[config.mk]
export PLATFORM = sky130hd
export DESIGN_NAME = br_stat_ctrl
export DESIGN_NICKNAME = d
export VERILOG_FILES = /design/src/rtl/br_stat_pkg.sv /design/src/rtl/br_stat_win_cnt.sv /design/src/rtl/br_stat_ctrl.sv
export SDC_FILE = /design/constraint.sdc
export NUM_CORES = 1
export LEC_CHECK = 0
export CAP_MARGIN = 0
export CORE_ASPECT_RATIO = 0.8
export CORE_UTILIZATION = 40
export DETAILED_ROUTE_END_ITERATION = 10
export GPL_TIMING_DRIVEN = 1
export PLACE_DENSITY_LB_ADDON = 0.25
export SETUP_SLACK_MARGIN = 0.5
export SLEW_MARGIN = 0
export SYNTH_ARGS = -nofsm -noshare
export SYNTH_HDL_FRONTEND = slang
export SYNTH_SLANG_ARGS = --single-unit
[constraint.sdc]
create_clock -name i_clk -period 8.7 [get_ports i_clk]
set_clock_uncertainty 0.15 [all_clocks]
set_input_delay 1.74 -clock i_clk [delete_from_list [all_inputs] [get_ports i_clk]]
set_output_delay 1.74 -clock i_clk [all_outputs]
set_load 0.01 [all_outputs]
[src/rtl/br_stat_pkg.sv]
// rtl/br_stat_pkg.sv - shared types, defaults and saturating helper for br_stat_ctrl
package br_stat_pkg;

   localparam int DEFAULT_WINDOW_P = 50;
   localparam int RPT_W            = 16;
   localparam int SAT_W            = 64;

   typedef enum logic [1:0] {
      ST_IDLE  = 2'd0,
      ST_RUN   = 2'd1,
      ST_FLUSH = 2'd2
   } state_t;

   // Report fields are RPT_W wide; the controller's WIN_W must not exceed RPT_W.
   typedef struct packed {
      logic [RPT_W-1:0] br;
      logic [RPT_W-1:0] correct;
      logic [15:0]      seq;
      logic             partial;
   } rpt_t;

   function automatic logic [SAT_W-1:0] sat_inc(input logic [SAT_W-1:0] v, input int w);
      logic [SAT_W-1:0] lim;
      lim = {SAT_W{1'b1}} >> (SAT_W - w);
      return (v >= lim) ? v : v + SAT_W'(1);
   endfunction

endpackage

[src/rtl/br_stat_win_cnt.sv]
// rtl/br_stat_win_cnt.sv - per-window branch/correct counter pair with completion detect
module br_stat_win_cnt #(
   parameter int WIN_W = 16
) (
   input  logic             i_clk,
   input  logic             i_rst,
   input  logic             i_clr,
   input  logic             i_inc_br,
   input  logic             i_inc_correct,
   input  logic [WIN_W-1:0] i_win_len,
   output logic [WIN_W-1:0] o_br,
   output logic [WIN_W-1:0] o_correct,
   output logic [WIN_W-1:0] o_br_nxt,
   output logic [WIN_W-1:0] o_correct_nxt,
   output logic             o_complete
);

   logic [WIN_W-1:0] r_br;
   logic [WIN_W-1:0] r_correct;
   logic [WIN_W-1:0] w_br_nxt;
   logic [WIN_W-1:0] w_correct_nxt;

   assign w_br_nxt      = r_br + WIN_W'(i_inc_br);
   assign w_correct_nxt = r_correct + WIN_W'(i_inc_correct);

   // Completion only on a counted branch, so an idle window never self-completes.
   assign o_complete    = i_inc_br & (w_br_nxt == i_win_len);

   always_ff @(posedge i_clk or posedge i_rst) begin
      if (i_rst) begin
         r_br      <= '0;
         r_correct <= '0;
      end else if (i_clr) begin
         r_br      <= '0;
         r_correct <= '0;
      end else begin
         r_br      <= w_br_nxt;
         r_correct <= w_correct_nxt;
      end
   end

   assign o_br          = r_br;
   assign o_correct     = r_correct;
   assign o_br_nxt      = w_br_nxt;
   assign o_correct_nxt = w_correct_nxt;

endmodule

[src/rtl/br_stat_ctrl.sv]
// rtl/br_stat_ctrl.sv - windowed branch-prediction statistics with single-entry report slot
module br_stat_ctrl import br_stat_pkg::*; #(
   parameter int CNT_W          = 32,
   parameter int WIN_W          = 16,
   parameter int DEFAULT_WINDOW = DEFAULT_WINDOW_P
) (
   input  logic             i_clk,
   input  logic             i_rst,
   input  logic             i_start,
   input  logic             i_stop,
   input  logic             i_clear,
   input  logic [WIN_W-1:0] i_window,
   input  logic             i_is_br,
   input  logic             i_is_correct,
   output logic             o_rpt_valid,
   input  logic             i_rpt_ready,
   output logic [WIN_W-1:0] o_rpt_br,
   output logic [WIN_W-1:0] o_rpt_correct,
   output logic [15:0]      o_rpt_seq,
   output logic             o_rpt_partial,
   output logic [CNT_W-1:0] o_total_br,
   output logic [CNT_W-1:0] o_total_correct,
   output logic [CNT_W-1:0] o_drop_cnt,
   output logic             o_busy
);

   state_t           r_state;
   state_t           w_state_nxt;
   logic [WIN_W-1:0] r_win_len;
   rpt_t             r_rpt;
   rpt_t             w_rpt_new;
   logic             r_rpt_valid;
   logic [15:0]      r_seq;
   logic [CNT_W-1:0] r_total_br;
   logic [CNT_W-1:0] r_total_correct;
   logic [CNT_W-1:0] r_drop_cnt;

   logic             w_inc_br;
   logic             w_inc_correct;
   logic             w_complete;
   logic             w_flush_go;
   logic             w_slot_busy;
   logic             w_load;
   logic             w_drop;
   logic             w_win_clr;
   logic [WIN_W-1:0] w_win_br;
   logic [WIN_W-1:0] w_win_correct;
   logic [WIN_W-1:0] w_br_nxt;
   logic [WIN_W-1:0] w_correct_nxt;

   assign w_inc_br      = (r_state == ST_RUN) & ~i_clear & i_is_br;
   assign w_inc_correct = w_inc_br & i_is_correct;
   assign w_flush_go    = (r_state == ST_FLUSH) & (~r_rpt_valid | i_rpt_ready);
   assign w_slot_busy   = r_rpt_valid & ~i_rpt_ready;
   // A flush waits for a free slot; only a completing window can be dropped.
   assign w_load        = (w_complete & ~w_slot_busy) | w_flush_go;
   assign w_drop        = w_complete & w_slot_busy;
   assign w_win_clr     = i_clear | w_complete | w_flush_go;

   br_stat_win_cnt #(
      .WIN_W(WIN_W)
   ) u_win_cnt (
      .i_clk         (i_clk),
      .i_rst         (i_rst),
      .i_clr         (w_win_clr),
      .i_inc_br      (w_inc_br),
      .i_inc_correct (w_inc_correct),
      .i_win_len     (r_win_len),
      .o_br          (w_win_br),
      .o_correct     (w_win_correct),
      .o_br_nxt      (w_br_nxt),
      .o_correct_nxt (w_correct_nxt),
      .o_complete    (w_complete)
   );

   always_comb begin
      w_state_nxt = r_state;
      if (i_clear) begin
         w_state_nxt = ST_IDLE;
      end else begin
         case (r_state)
            ST_IDLE:  if (i_start) w_state_nxt = ST_RUN;
            ST_RUN: begin
               if (i_stop) begin
                  w_state_nxt = ((w_br_nxt != '0) && !w_complete) ? ST_FLUSH : ST_IDLE;
               end
            end
            ST_FLUSH: if (w_flush_go) w_state_nxt = ST_IDLE;
            default:  w_state_nxt = ST_IDLE;
         endcase
      end
   end

   always_comb begin
      w_rpt_new         = '0;
      w_rpt_new.br      = RPT_W'(w_complete ? r_win_len : w_win_br);
      w_rpt_new.correct = RPT_W'(w_complete ? w_correct_nxt : w_win_correct);
      w_rpt_new.seq     = r_seq;
      w_rpt_new.partial = ~w_complete;
   end

   always_ff @(posedge i_clk or posedge i_rst) begin
      if (i_rst) begin
         r_state   <= ST_IDLE;
         r_win_len <= WIN_W'(DEFAULT_WINDOW);
      end else begin
         r_state <= w_state_nxt;
         if ((r_state == ST_IDLE) && i_start && !i_clear) begin
            r_win_len <= (i_window == '0) ? WIN_W'(DEFAULT_WINDOW) : i_window;
         end
      end
   end

   always_ff @(posedge i_clk or posedge i_rst) begin
      if (i_rst) begin
         r_rpt           <= '0;
         r_rpt_valid     <= 1'b0;
         r_seq           <= '0;
         r_total_br      <= '0;
         r_total_correct <= '0;
         r_drop_cnt      <= '0;
      end else if (i_clear) begin
         r_rpt           <= '0;
         r_rpt_valid     <= 1'b0;
         r_seq           <= '0;
         r_total_br      <= '0;
         r_total_correct <= '0;
         r_drop_cnt      <= '0;
      end else begin
         if (w_load) begin
            r_rpt       <= w_rpt_new;
            r_rpt_valid <= 1'b1;
            r_seq       <= r_seq + 16'd1;
         end else if (r_rpt_valid && i_rpt_ready) begin
            r_rpt_valid <= 1'b0;
         end
         if (w_drop) begin
            r_drop_cnt <= CNT_W'(sat_inc(SAT_W'(r_drop_cnt), CNT_W));
         end
         if (w_inc_br) begin
            r_total_br <= CNT_W'(sat_inc(SAT_W'(r_total_br), CNT_W));
         end
         if (w_inc_correct) begin
            r_total_correct <= CNT_W'(sat_inc(SAT_W'(r_total_correct), CNT_W));
         end
      end
   end

   assign o_rpt_valid     = r_rpt_valid;
   assign o_rpt_br        = r_rpt.br[WIN_W-1:0];
   assign o_rpt_correct   = r_rpt.correct[WIN_W-1:0];
   assign o_rpt_seq       = r_rpt.seq;
   assign o_rpt_partial   = r_rpt.partial;
   assign o_total_br      = r_total_br;
   assign o_total_correct = r_total_correct;
   assign o_drop_cnt      = r_drop_cnt;
   assign o_busy          = (r_state != ST_IDLE);

endmodule

==> run_results.csv <==
group,metric,value,unit
detailed_routing,wire_per_inst,16.9,um
synthesis,net_count_after_synthesis,1195,
detailed_routing,detailedRoute.firstIterationViolations,730,
detailed_routing,drt-vias-per-instance,5.44,
setup_path,kind_of_capture_point_of_the_worst_setup_path,"flip-flop",
setup_path,critPathMostFrequentCell,"nand3_1",
power,p_switching,497,uW
synthesis,syn_avg_cell_area,9.50,um2
synthesis,postSynth.topFlopCell,"dfrtp_1",
detailed_routing,drt-total-wl,28300,um
setup_path,reg2regPathDepth,13,
power,netSwitchingFraction,0.226,
floorplan,die_w,188,um
setup_path,worst-setup-path-type,"in -> reg",
setup_path,crit_cells,13,
sta,period_share,0.704,
sta,worst_slew_pin_slew,1.16,ns
setup_path,cp_data_required_time,8.98,ns
setup_path,worst_path_largest_cell_delay,0.76,ns
clock_tree,cts_tree,"yes",
detailed_routing,post-route-drc-count,0,
place,gp_congestion,0.845,
clock_tree,clkLatencyLatePin,0.52,ns
sta,timing_hold_violations_final,0,
setup_path,rr_startpoint,"r_state[1]$_DFFE_PP0P_",
synthesis,synthesis.area,11000,um2
sta,max_clock_freq,163,MHz
setup_path,endpoint,"o_drop_cnt[14]$_DFFE_PP0P_",
floorplan,design.core.area,27200,um2
synthesis,synth_top_cell_area_share,0.474,
detailed_routing,drt_pre_antenna_iters,5,
cells_and_area,layout.nets,1328,
synthesis,synth_edf_count,0,
detailed_routing,drt.antenna.violating_nets,0,
floorplan,fp.dieArea,28300,um2
cells_and_area,mostFrequentLayoutCells,"dfrtp_1, clkdlybuf4s50_1, nor2_1, nand2_1, a21oi_1",
place,port_buffers,170,
synthesis,synthTopCellsByArea,"dfrtp_1, xor2_1, a21oi_1",
detailed_routing,via_count,9115,
setup_path,crit_family,"simple AND/OR/NAND/NOR gates",
floorplan,initial_utilization,0.406,
setup_path,regToRegEndpoint,"o_drop_cnt[14]$_DFFE_PP0P_",
setup_path,timing.critical_path.from,"i_is_br",
global_route,grt_start_max_net_pins,141,
power,power.density,159,nW/um2
clock_tree,cts_root_buffer,"clkbuf_16",
setup_path,arrival,6.41,ns
power,share_of_total_power_in_the_clock_network,0.475,
power,ir_worst_vdd,0.000117,V
min_path,timing.hold.worst_path_depth,2,
sta,setup-tns-final,0,ns
status,status,"complete, no violations",
min_path,hold_path_startpoint,"o_rpt_seq[2]$_DFFE_PP0P_",
synthesis,postSynthCellCount,1163,
setup_path,reg2reg_setup_slack,3.68,ns
cells_and_area,post_route_cells_drive_above_1_share,0.0754,
clock_tree,clkSinkCount,212,
global_route,first_global_vias,8269,
power,sequentialPowerShare,0.470,
synthesis,largest_area_contributor_in_the_synthesized_netlist,"dfrtp_1",
cells_and_area,layout.cells.most_common,"dfrtp_1",
sta,setup_viol_count_final,0,
clock_tree,cts.hold.buffers_added,0,
setup_path,combined_buffer_and_inverter_count_along_the_critical_path,2,
sta,slew_viols_final,0,
power,p_leak,5.53,nW
global_route,grt_first_pass_wirelength,45200,um
global_route,grt_util_all_layers,0.196,
power,power_frac_comb,0.055,
floorplan,floorplan.die.height,151,um
setup_path,crit_path_cell_trace,"clkdlybuf4s50_1, nand3_1, inv_1, ha_1, ha_1, and3_1, nand3_1, a211o_1, nor4_2, and4_1, nand3_1, or4_1, a21oi_1",
global_route,grt_overflow_total,0,
sta,max_slew_margin,0.223,
sta,rsz0062_at_grt,"no",
power,total_power,2.19,mW
cells_and_area,area.growth.synth_to_final,25.0,%
clock_tree,post_cts_buffers,0,
clock_tree,cts_made_buffers,24,
synthesis,ys_seq_elements,212,
clock_tree,cts.path.max_buffers,3,
synthesis,synthDistinctLibCells,68,
min_path,holdCritPathClass,"reg -> reg",
floorplan,boundaryPins,171,
cells_and_area,antennaDiodeCount,0,
synthesis,ys_seq_area_frac,0.481,
clock_tree,post_cts_sizing_count,0,
power,p_int,1.70,mW
synthesis,synthesis.yosys.warnings,0,
cells_and_area,layoutNonFillerInstCount,1677,
synthesis,post_synthesis_async_set_or_reset_flop_share,1.00,
floorplan,rows,54,
setup_path,worst_path_max_fanout,33,
place,dpl.hpwl,18800,um
clock_tree,ctsHtreeMaxLevel,1,
global_route,initial_antenna_violation_count,0,
setup_path,cpMaxStageDelayCell,"nand3_1",
place,place_inst,1634,
sta,finalWorstPathRequiredPeriod,6.13,ns
clock_tree,path_clk_slew,0.06,ns
run,max_cap_violations,0,
setup_path,cp-start-kind,"input pin",
## per-stage QoR
step,hold WS [ns],util,setup WS [ns],instance area (um2)
3_5_place_dp,0.362,0.477,2.07,13000
5_1_grt,0.392,0.507,2.26,13800
6_report,0.364,0.507,2.57,13800
2_1_floorplan,0.319,-,1.02,11000
4_1_cts,0.370,0.507,2.61,13800
3_3_place_gp,0.358,0.477,2.16,13000
## metal layers
metal  wire length, um  GRT usage  share of wire  vias up
li1                  -          -              -     4459
met1             14300      0.299           0.50     4413
met2             12400      0.293           0.44      213
met3              1210     0.0273          0.043       30
met4               431     0.0435          0.015        0
met5                 0          0              0        -
## cells by family after synthesis
group	after synthesis	share of synthesized area
simple gates	479	0.225
compound gates	233	0.131
flops	212	0.481
xor+xnor	101	0.0826
buf+inv	92	0.0353
mux	38	0.0365
fa+ha+maj	8	0.00906
## worst min-delay path: cells and delay by family (launching register included)
kind | cells | cell delay (ns)
AND/OR/NAND/NOR | 1 | 0.05
flip-flops | 1 | 0.37
AO/OA/AOI/OAI | 1 | 0.05
## power by group through the flow
stage,clock network [mW],logic [mW],registers [mW]
floorplan,0,0.0838,1.04
global placement,0,0.121,1.05
detailed placement,0,0.124,1.05
CTS,1.07,0.124,1.03
global route,1.11,0.134,1.03
finish,1.04,0.121,1.03
## cell usage after synthesis (all sizes together) (3+ instances only)
master / number
or2: 5
nor3: 15
xnor2: 42
o221a: 10
and3: 27
dfstp: 3
and4: 21
and2: 14
ha: 8
a41oi: 6
buf: 21
nor2: 128
nand3: 58
nand2b: 5
nand2: 102
mux2i: 20
a31oi: 15
or3: 31
nand4: 26
mux2: 18
o22a: 3
nor4: 14
clkbuf: 51
xor2: 57
or4: 18
nor2b: 6
inv: 20
o31ai: 18
o41ai: 3
o21ai: 53
o21a: 3
a21oi: 96
o311ai: 3
dfrtp: 209
## cell type report
cell class | instances | area, um2
clock buffer | 36 | 737
clock inverter | 7 | 85.1
fill | 2482 | 13400
inverter | 20 | 82.6
multi-input combinational | 859 | 5370
sequential | 212 | 5310
tap | 364 | 455
timing repair buffer | 179 | 1770
## state kept, by name, summed over array words and instances (netlist names), 2 cells and up
signal	count
o_drop_cnt	32
o_rpt_br	16
o_rpt_correct	16
o_rpt_seq	16
o_total_br	32
o_total_correct	32
r_seq	16
r_state	2
r_win_len	16
u_win_cnt.o_br	16
u_win_cnt.o_correct	16
## worst min-delay path by stage
stage / to
after global routing: o_rpt_seq[9]$_DFFE_PP0P_
after floorplan: r_state[0]$_DFFE_PP0P_
after global placement: o_rpt_seq[9]$_DFFE_PP0P_
final: o_rpt_seq[2]$_DFFE_PP0P_
after CTS: o_rpt_seq[9]$_DFFE_PP0P_
after detailed placement: o_rpt_seq[9]$_DFFE_PP0P_
(Power assumes the default switching activity.)
